[src/rtl/pipe_hazard_ctrl.sv]
// Central stall/flush controller for the 5-stage pipeline. Arbitrates the memory wait,
// multi-cycle EX ops, redirects and load-use hazards, and counts PC stall cycles.
module pipe_hazard_ctrl #(
  parameter int REG_ADDR_W = 5,
  parameter int MC_LATENCY = 4,
  parameter int PERF_W     = 32
) (
  input  logic                  clk,
  input  logic                  reset,
  input  logic [REG_ADDR_W-1:0] id_rs1,
  input  logic [REG_ADDR_W-1:0] id_rs2,
  input  logic                  id_uses_rs2,
  input  logic [REG_ADDR_W-1:0] ex_rd,
  input  logic                  ex_is_load,
  input  logic                  ex_is_mc,
  input  logic                  ex_redirect,
  input  logic                  dmem_req,
  input  logic                  dmem_ready,
  output logic                  pc_ld,
  output logic                  ifid_ld,
  output logic                  idex_ld,
  output logic                  exmem_ld,
  output logic                  memwb_ld,
  output logic                  ifid_flush,
  output logic                  idex_flush,
  output logic                  exmem_flush,
  output logic                  mc_done,
  output logic [PERF_W-1:0]     stall_cnt
);

  typedef enum logic [1:0] {RUN, MC_BUSY, MC_DONE} state_t;

  // The entry cycle and the done cycle both occupy EX, so the busy phase lasts MC_LATENCY-2.
  localparam logic [3:0] MC_LOAD = 4'(MC_LATENCY - 1);

  state_t     state;
  logic [3:0] mc_cnt;
  logic       memstall, load_use, mc_start;

  always_comb begin
    memstall = dmem_req & ~dmem_ready;
    load_use = ex_is_load && (ex_rd != '0) &&
               ((ex_rd == id_rs1) || (id_uses_rs2 && (ex_rd == id_rs2)));
    mc_start = (state == RUN) && ex_is_mc;

    pc_ld       = 1'b0;
    ifid_ld     = 1'b0;
    idex_ld     = 1'b0;
    exmem_ld    = 1'b0;
    memwb_ld    = 1'b0;
    ifid_flush  = 1'b0;
    idex_flush  = 1'b0;
    exmem_flush = 1'b0;
    mc_done     = 1'b0;

    if (!reset) begin
      // held in reset: everything frozen
    end else if (memstall) begin
      mc_done = (state == MC_DONE);
    end else if ((state == MC_BUSY) || mc_start) begin
      exmem_ld    = 1'b1;
      exmem_flush = 1'b1;
      memwb_ld    = 1'b1;
    end else if (state == MC_DONE) begin
      {pc_ld, ifid_ld, idex_ld, exmem_ld, memwb_ld} = '1;
      mc_done = 1'b1;
    end else if (ex_redirect) begin
      // Redirect wins over load-use: the dependent instruction is squashed anyway.
      {pc_ld, ifid_ld, idex_ld, exmem_ld, memwb_ld} = '1;
      ifid_flush = 1'b1;
      idex_flush = 1'b1;
    end else if (load_use) begin
      idex_ld    = 1'b1;
      idex_flush = 1'b1;
      exmem_ld   = 1'b1;
      memwb_ld   = 1'b1;
    end else begin
      {pc_ld, ifid_ld, idex_ld, exmem_ld, memwb_ld} = '1;
    end
  end

  // The busy countdown ignores memstall; only MC_DONE waits for the memory to release.
  always_ff @(posedge clk or negedge reset) begin
    if (!reset) begin
      state  <= RUN;
      mc_cnt <= '0;
    end else begin
      case (state)
        RUN: if (!memstall && ex_is_mc) begin
          mc_cnt <= MC_LOAD;
          state  <= (MC_LOAD == 4'd1) ? MC_DONE : MC_BUSY;
        end
        MC_BUSY: begin
          mc_cnt <= mc_cnt - 4'd1;
          if (mc_cnt == 4'd2) state <= MC_DONE;
        end
        MC_DONE: if (!memstall) begin
          state  <= RUN;
          mc_cnt <= '0;
        end
        default: state <= RUN;
      endcase
    end
  end

  always_ff @(posedge clk or negedge reset) begin
    if (!reset)
      stall_cnt <= '0;
    else if (!pc_ld && (stall_cnt != '1))
      stall_cnt <= stall_cnt + PERF_W'(1);
  end

endmodule
[config.mk]
export PLATFORM = sky130hd
export DESIGN_NAME = pipe_hazard_ctrl
export DESIGN_NICKNAME = d
export VERILOG_FILES = /design/src/rtl/pipe_hazard_ctrl.sv
export SDC_FILE = /design/constraint.sdc
export NUM_CORES = 1
export LEC_CHECK = 0
export ABC_AREA = 1
export CORE_ASPECT_RATIO = 1.75
export CORE_MARGIN = 2
export CORE_UTILIZATION = 40
export CTS_CLUSTER_SIZE = 14
export DETAILED_ROUTE_END_ITERATION = 12
export GPL_TIMING_DRIVEN = 0
export MAX_ROUTING_LAYER = met4
export PLACE_DENSITY = 0.66
export SYNTH_ARGS = -nofsm -noshare
export SYNTH_HDL_FRONTEND = slang
export SYNTH_SLANG_ARGS = --single-unit
[constraint.sdc]
create_clock -name clk -period 4.1 [get_ports clk]
set_clock_uncertainty 0.2 [all_clocks]
set_input_delay 0.615 -clock clk [delete_from_list [all_inputs] [get_ports clk]]
set_output_delay 0.615 -clock clk [all_outputs]
set_load 0.02 [all_outputs]
; Word level (Yosys, flattened, before mapping)
; Index checks and enable logic that the tools add are counted.
[word_totals]
regBits = 38
latchBits = 0
mem_bits_rw = 0
romBits = 0
in_bits = 23
wordCells = 67
memories = 0
[classes]
n_addsub = 2
mul = 0
div_mod_pow = 0
order_cmp = 0
n_eq_ne = 9
shifts = 0
mux = 36
n_bitwise = 2
reduce_logical = 15
[ops]
columns = op, count
row1 = $add A32 B1 Y32 const B, 1
row2 = $ne A32 B32 Y1 const B, 1
row3 = $mux W1, 29
row4 = $pmux W4 S3, 1
row5 = $eq A5 B5 Y1, 2
row6 = $mux W4, 2
row7 = $logic_and A1 B1 Y1, 6
row8 = $mux W2, 3
row9 = $pmux W2 S3, 1
row10 = $reduce_and A3 Y1, 2
row11 = $reduce_bool A5 Y1, 1
row12 = $eq A4 B2 Y1 const B, 1
row13 = $ne A2 B1 Y1 const B, 2
row14 = $sub A4 B1 Y4 const B, 1
row15 = $reduce_bool A3 Y1, 1
row16 = $eq A2 B1 Y1 const B, 1
row17 = $eq A2 B2 Y1 const B, 1
row18 = $logic_not A1 Y1, 2
row19 = $logic_not A2 Y1, 1
row20 = $logic_or A1 B1 Y1, 2
row21 = $ne A2 B2 Y1 const B, 1
row22 = $and A1 B1 Y1, 1
row23 = $not A1 Y1, 1

; Depth between registers and ports, before layout
; Gate-level depths: netlist of run 1.
[depth]
depth_word = 12
ltp_mapped = 12
mapped_depth_nobuf = 11

; Least setup slack after synthesis of run 1
; Ideal clock, no wire load.
[synth_path]
path_kind = reg-to-output
from = register state[0]
to = output pc_ld
arrival_time_ps = 2011
slack_ps = 1274
stages_incl_launch_ff = 10
cell_sequence = dfrtp_1 inv_1 ha_1 a21oi_1 nand2_1 nor2_1 nand2_1 buf_2 inv_1 buf_4
[synth_between]
elab_chain_cells = 6
word_cells_on_any_way = 9
classes_between = eq/ne: 2 / mux: 4 / reduce/logical: 3
[synth_lines]
columns = element, line
row1 = "start, declared", 36  ; state_t state;
row2 = "start signal, assigned", 91  ; state <= (MC_LOAD == 4'd1) ? MC_DONE : MC_BUSY;
row3 = $logic_not A2 Y1, 44  ; mc_start = (state == RUN) && ex_is_mc;
row4 = $logic_and A1 B1 Y1, 44
row5 = $logic_or A1 B1 Y1, 60  ; end else if ((state == MC_BUSY) || mc_start) begin
row6 = $mux W1 (*) (3 in series), --
row7 = "end, declared", 19  ; output logic pc_ld,
; Mark *: on every way between the ends. The rest lies on a longest branch, timed or not.

; Final worst setup path of run 1
[layout_path]
from = input ex_rd[0]
to = output pc_ld
[layout_between]
elab_chain_cells = 10
word_cells_on_any_way = 13
classes_between = eq/ne: 2 / mux: 6 / reduce/logical: 5
[layout_lines]
columns = element, line
row1 = "start, declared", 13  ; input logic [REG_ADDR_W-1:0] ex_rd,
row2 = $eq A5 B5 Y1, 43  ; ((ex_rd == id_rs1) || (id_uses_rs2 && (ex_rd == id_rs2)));
row3 = $logic_and A1 B1 Y1, 43
row4 = $logic_or A1 B1 Y1, 43
row5 = $logic_and A1 B1 Y1 (*), 42  ; load_use = ex_is_load && (ex_rd != '0) &&
row6 = $mux W1 (*), 72  ; end else if (load_use) begin
row7 = $mux W1 (*), 67  ; end else if (ex_redirect) begin
row8 = $mux W1 (*), 64  ; end else if (state == MC_DONE) begin
row9 = $mux W1 (*), 60
row10 = $mux W1 (*), 58  ; end else if (memstall) begin
row11 = $mux W1 (*), 56  ; if (!reset) begin
; Marked as above.

==> out/qor.yml, run 1 <==
setup_path:
  cp_cell_sequence: "clkdlybuf4s50_1 -> inv_1 -> nand2_1 -> nand2_1 -> nor2_1 -> nand3_1 -> nand2_1 -> nand3_1 -> nand2_1 -> buf_2 -> inv_1 -> buf_4 -> clkdlybuf4s50_1"
  arrival_ns: 2.95
  crit_type: "primary input to output port"
  path_common_cell: "nand2_1"
  critPathTopFamily: "buffers and inverters"
  cp_num_buf_inv: 6
  required_ns: 3.28
  critical_path.endpoint_type: "output port"
  cp_max_fo: 10
  setup.worst_path.start_class: "primary input"
  slowest_delay_ns: 0.52
  critical-path-slowest-cell: "clkdlybuf4s50_1"
power:
  ir_worst_vdd_mv: 0.342
  pwr_density_cell_nw_per_um2: 420
  p_leak_nw: 1.90
route:
  final_antenna_net_count: 0
  detailroute.via_count: 3063
  viasPerCell: 4.97
  route.detailed.wl_per_inst_um: 13.8
  detailedRoute.firstPassIterationCount: 4
  drt-total-wl_um: 8500
  drtIter0Drc: 157
  post-route-drc-count: 0
floorplan:
  height_of_the_die_um: 117
  core_area_um2: 7130
  die_width_um: 68.7
  starting_density_of_the_core_pct: 41.1
  floorplan.rows: 41
  die_area_um2: 8050
  floorplan.io_pins: 64
finish:
  regArea_um2: 951
  fillerInstances: 699
  multi_input_area_um2: 1710
  final_core_util_pct: 54.5
  nets: 560
  layout_common_cells: "nand2_1, clkdlybuf4s50_1, nor2_1"
  area_growth_pct: 32.8
  post_route_cells_drive_above_1_share_pct: 6.42
  mostFrequentLayoutCell: "nand2_1"
  num_antenna_cells: 0
  instances_no_fill: 616
sta:
  timing.max_slew.rel_slack_pct: 67.2
  setup_ws_ns: 0.335
  fin_tns_setup_ns: 0
  max_slew.worst_pin.slew_ns: 0.492
  fin_crit_sh_pct: 91.8
  timing_hold_violations_final: 0
  fmaxAchievable_ghz: 0.266
  timing.final.crit_period_ns: 3.77
  final_setup_violation_count: 0
  rsz0062_at_grt: "false"
  slew_violations: 0
clock_network:
  clock_slew_seen_by_the_registers_of_the_worst_setup_and_hold_paths_ns: 0.06
  numCtsBuffers: 5
  htree_levels: 2
  cts_hold_buf: 0
  cts_resized: 0
  clk_root_buffer_cell: "clkbuf_16"
  cts_setup_buffers: 0
  clock_tree.buffer_depth: 2
  worstSkewPairLatency_ns: 0.29
  cts_tree: "done"
  number_of_sinks_handled_by_clock_tree_synthesis: 38
run:
  max-cap-violations: 0
synth:
  yosys_register_bits: 38
  synthesis.nets: 489
  synth_cell_types: 25
  mappedNetlistArea_um2: 2930
  synthesis.area_per_instance_um2: 6.40
  synth_seq_area_share_pct: 32.5
  ys_top_cells_by_area: "dfrtp_1, nand2_1, nand3_1"
  synth.yosys.warnings: 0
  synthCells: 458
  netlist.area_leader.share_pct: 32.5
  synth_top_area_cell: "dfrtp_1"
grt:
  grt_usage_pct: 24.1
  initial_antenna_violation_count: 0
  grt_pass1_wl_um: 13900
  grt_start_max_net_pins: 24
  gr-total-overflow: 0
  grt_pass1_vias: 2856
placement:
  gp_congestion: 0.980
  hpwl_um: 6720
  placed_cells: 608
  pre_cts_ws_ns: 0.324
  port_buffers: 63
status:
  run_status: "finished, final reports clean"
worst_hold_path:
  hold_path.class: "primary input to async pin"
==> logic make-up (layout without fill, tap and decap cells) <==
logic type	Yosys count	in the layout	synth area share (%)
simple gates	321	321	47.6
buf+inv	60	132	9.01
flops	38	38	32.5
xor+xnor	17	17	5.08
compound gates	14	14	2.39
fa+ha+maj	8	8	3.42
==> final cells by class <==
class                      instances  area share [%]
buffer                            12            2.16
clock buffer                       6            3.57
clock inverter                     2            1.54
inverter                          48            4.63
multi-input combinational        360            44.1
sequential                        38            24.5
tap                               86            2.77
timing repair buffer              64            16.8
==> registers in the layout, indices dropped and copies added, names as in the netlist <==
| name | cells |
|---|---|
| state | 2 |
| stall_cnt | 32 |
| mc_cnt | 4 |
==> routing by layer <==
| metal | global-route usage, % | routed length, µm |
|---|---|---|
| met3 | 3.35 | 335 |
| met2 | 41.6 | 4490 |
| met1 | 26.8 | 3390 |
| met5 | - | 0 |
| met4 | 10.5 | 284 |
==> report_power, final <==
part / switching [W] / internal, W
registers: 0.0000672 / 0.000435
clock network: 0.000157 / 0.000365
logic: 0.000359 / 0.000251
==> per-stage QoR <==
stage	hold slack, ns	instance area (µm²)	power, W
2_1_floorplan	0.119	2930	0.000891
3_3_place_gp	0.324	3670	0.00110
3_5_place_dp	0.335	3690	0.00112
4_1_cts	0.0953	3890	0.00165
5_1_grt	0.125	3890	0.00175
6_report	0.0863	3890	0.00163
==> final timing paths <==
kind                          startpoint       endpoint  slack, ns  cells after the start
max                             ex_rd[0]          pc_ld       0.33                     13
max in group asynchronous          reset  stall_cnt[12]       3.13                      2
min                                reset  stall_cnt[22]       0.09                      1
max reg2reg                 stall_cnt[0]  stall_cnt[18]       1.79                      9
min reg2reg                stall_cnt[22]  stall_cnt[22]       0.35                      2
min in group clk           stall_cnt[22]  stall_cnt[22]       0.35                      2
==> synth_stat cells, drive strengths merged <==
master and instances:
xnor2 5, nor3b 1, ha 8, or2 1, nand3 49, nor2 57, a21oi 3, o21ai 11
nand2 188, nor3 10, nand4 6, buf 12, dfrtp 38, inv 48, nand3b 9, xor2 12
Note: power is estimated with default switching activity, not from simulation.
==> run 2: changes to the inputs <==
--- a/config.mk
+++ b/config.mk
@@ -7,13 +7,14 @@
 export LEC_CHECK = 0
 export ABC_AREA = 1
 export CORE_ASPECT_RATIO = 1.75
-export CORE_MARGIN = 2
-export CORE_UTILIZATION = 40
+export CORE_MARGIN = 8
+export CORE_UTILIZATION = 55
+export CTS_BUF_LIST = sky130_fd_sc_hd__clkbuf_8
 export CTS_CLUSTER_SIZE = 14
 export DETAILED_ROUTE_END_ITERATION = 12
 export GPL_TIMING_DRIVEN = 0
 export MAX_ROUTING_LAYER = met4
-export PLACE_DENSITY = 0.66
+export PLACE_DENSITY = 0.86
 export SYNTH_ARGS = -nofsm -noshare
 export SYNTH_HDL_FRONTEND = slang
 export SYNTH_SLANG_ARGS = --single-unit
==> run 2 against run 1 <==
Net effect: total power is 6.0% lower; clock-buffer cell count is the same; via count up 2.6%; sequential share of layout area up 0.78 points; non-clock buffer count is 1 lower; sequential cell count unchanged; routed wire length is 5.9% higher; largest power group unchanged; global-route usage fell by 0.89 points; first-iteration DRC count increased by 40%; hold slack gained 0.039 ns.
==> out/qor.yml, run 2 (synthesis gave the netlist of run 1 again) <==
finish:
  layout_common_cells: "nand2_1, clkdlybuf4s50_1, nor2_1"
  post_route_cells_drive_above_1_share_pct: 6.24  # -0.18 points
  reg.largest.list: "stall_cnt x32, mc_cnt x4, state x2"
  num_antenna_cells: 0  # unchanged
  multi_input_area_um2: 1710  # unchanged
  max_flop_register: "stall_cnt"
  regArea_um2: 951  # unchanged
  final_core_util_pct: 72.3  # +18 points
  fillerInstances: 444  # -36%
  nets: 559  # -0.18%
  max_reg_flops: 32  # unchanged
  area_growth_pct: 28.7
  fin_area_um2: 3770  # -3.1%
  mostFrequentLayoutCell: "nand2_1"
sta:
  slew_violations: 0  # unchanged
  timing.final.crit_period_ns: 3.83  # +0.0615 ns
  final_setup_violation_count: 0  # unchanged
  final.hold.worst_slack_ns: 0.126  # +0.0394 ns
  fmaxAchievable_ghz: 0.261  # -1.6%
  max_slew.worst_pin.slew_ns: 0.566  # +0.0741 ns
  rsz0062_at_grt: "false"
  timing.max_slew.rel_slack_pct: 62.3  # -4.9 points
  fin_crit_sh_pct: 93.3  # +1.5 points
  timing_hold_violations_final: 0  # unchanged
clock_network:
  clk_root_buffer_cell: "clkbuf_8"
  worstSkewPairLatency_ns: 0.30  # about the same
  number_of_sinks_handled_by_clock_tree_synthesis: 38  # unchanged
  numCtsBuffers: 5  # unchanged
  clock_tree.buffer_depth: 2  # unchanged
  clock_slew_seen_by_the_registers_of_the_worst_setup_and_hold_paths_ns: 0.08  # +0.02 ns
  htree_levels: 2  # unchanged
  cts_tree: "done"
route:
  detailedRoute.firstPassIterationCount: 4  # unchanged
  drtIter0Drc: 220  # +40%
  detailroute.via_count: 3143  # +2.6%
  route.detailed.wl_per_inst_um: 15.4  # +12%
  drt-total-wl_um: 9000  # +5.9%
  post-route-drc-count: 0  # unchanged
  final_antenna_net_count: 0  # unchanged
  viasPerCell: 5.38  # +8.2%
setup_path:
  slowest_delay_ns: 0.54  # +0.02 ns
  cp_max_fo: 10  # unchanged
  critical-path-slowest-cell: "clkdlybuf4s50_1"
  setup.worst_path.end: "pc_ld"
  rr_endpoint: "stall_cnt[22]"
  reg2reg_from: "stall_cnt[0]"
  critPathTopFamily: "buffers and inverters"
  regToRegSetupSlack_ns: 1.81  # +0.02 ns
  setup.worst_path.start_class: "primary input"
  cp.depth: 13  # unchanged
  cp_num_buf_inv: 6  # unchanged
  arrival_ns: 3.01  # +0.06 ns
  beginning_of_the_critical_path: "ex_rd[4]"
  crit_type: "primary input to output port"
  reg2reg_depth: 10  # +1
  cp_cell_sequence: "clkdlybuf4s50_1 -> inv_1 -> nand2_1 -> nand2_1 -> nor2_1 -> nand3_1 -> nand2_1 -> nand3_1 -> nand2_1 -> buf_2 -> inv_1 -> buf_4 -> clkdlybuf4s50_1"
  path_common_cell: "nand2_1"
  required_ns: 3.28  # about the same
  critical_path.endpoint_type: "output port"
grt:
  gr-usage-met2_pct: 41.6  # about the same
  grt_busiest_layer: "met2"
  initial_antenna_violation_count: 0  # unchanged
  grt_start_max_net_pins: 41  # +71%
  grtUsageMet1_pct: 25.3  # -1.5 points
  grt_usage_pct: 23.2  # -0.89 points
  gr-total-overflow: 0  # unchanged
  grt_pass1_vias: 2990  # +4.7%
  grt_pass1_wl_um: 14500  # +4.3%
  grt_use_met3_pct: 2.86  # -0.49 points
run:
  max-cap-violations: 0  # unchanged
floorplan:
  die_area_um2: 8010  # -0.51%
  floorplan.rows: 35  # -15%
  starting_density_of_the_core_pct: 56.2  # +15 points
  die_width_um: 71.2  # +3.6%
  core_area_um2: 5210  # -27%
  height_of_the_die_um: 113  # -4.0%
  floorplan.io_pins: 64  # unchanged
power:
  p_leak_nw: 1.87  # -2.0%
  ir_worst_vdd_mv: 0.339  # -0.78%
  pwr_density_cell_nw_per_um2: 408  # -3.0%
  overall_power_of_the_completed_layout_w: 0.00154  # -6.0%
placement:
  total_placed_instance_area_um2: 3620  # -1.8%
  hpwl_um: 7120  # +6.0%
  port_buffers: 63  # unchanged
  gp_congestion: 0.957  # -2.3%
status:
  run_status: "finished, final reports clean"
worst_hold_path:
  hold_path.class: "primary input to async pin"
## run 2: where the power goes
part / switching, W / internal (W) / total (W)
Clock: 0.000149 / 0.000260 / 0.000409
Combinational: 0.000374 / 0.000249 / 0.000622
Sequential: 0.0000712 / 0.000434 / 0.000505
## run 2: per-stage QoR
step	std cells	setup WS, ns	setup TNS, ns
global route	584	0.0916	0
finish	584	0.273	0
CTS	584	0.133	0
floorplan	458	1.27	0
detailed placement	576	0.133	0
global placement	576	-0.830	-2.96
## run 2: final cells by class
type / count / share of cell area [%]
Clock buffer: 6 / 2.19
Clock inverter: 2 / 1.59
Inverter: 48 / 4.78
Tap cell: 55 / 1.83
Multi-Input combinational cell: 360 / 45.5
Timing Repair Buffer: 63 / 16.7
Sequential cell: 38 / 25.2
Buffer: 12 / 2.22
## run 2: worst reg2reg max path: stages (launching register included)
cell	delay, ns
dfrtp_1	0.47
ha_1	0.31
nand3_2	0.17
nor2_4	0.23
nand3b_2	0.13
nor2_4	0.12
nand4_4	0.14
nand2_2	0.17
buf_6	0.17
nand2_1	0.06
nand2_1	0.06
## run 2: metal layers
metal,share of wire (%),vias to the layer above
li1,-,1563
met1,40,1492
met2,55,76
met3,3.4,12
met4,2.0,0
met5,0,-
## run 2: worst min path at each step
stage / from / end / slack, ns / depth (start not counted)
6_report: reset / mc_cnt[0] / 0.13 / 1
5_1_grt: reset / mc_cnt[0] / 0.16 / 1
4_1_cts: reset / mc_cnt[0] / 0.27 / 1
3_5_place_dp: stall_cnt[26] / stall_cnt[26] / 0.32 / 2
3_3_place_gp: stall_cnt[26] / stall_cnt[26] / 0.31 / 2
2_1_floorplan: reset / mc_cnt[0] / 0.12 / 0
## run 2: timing repair
action | in CTS | in global routing
hold buffers | 0 | 0
setup endpoints to repair | 0 | 1
gates resized for setup | 0 | 1
buffers inserted | 0 | 0
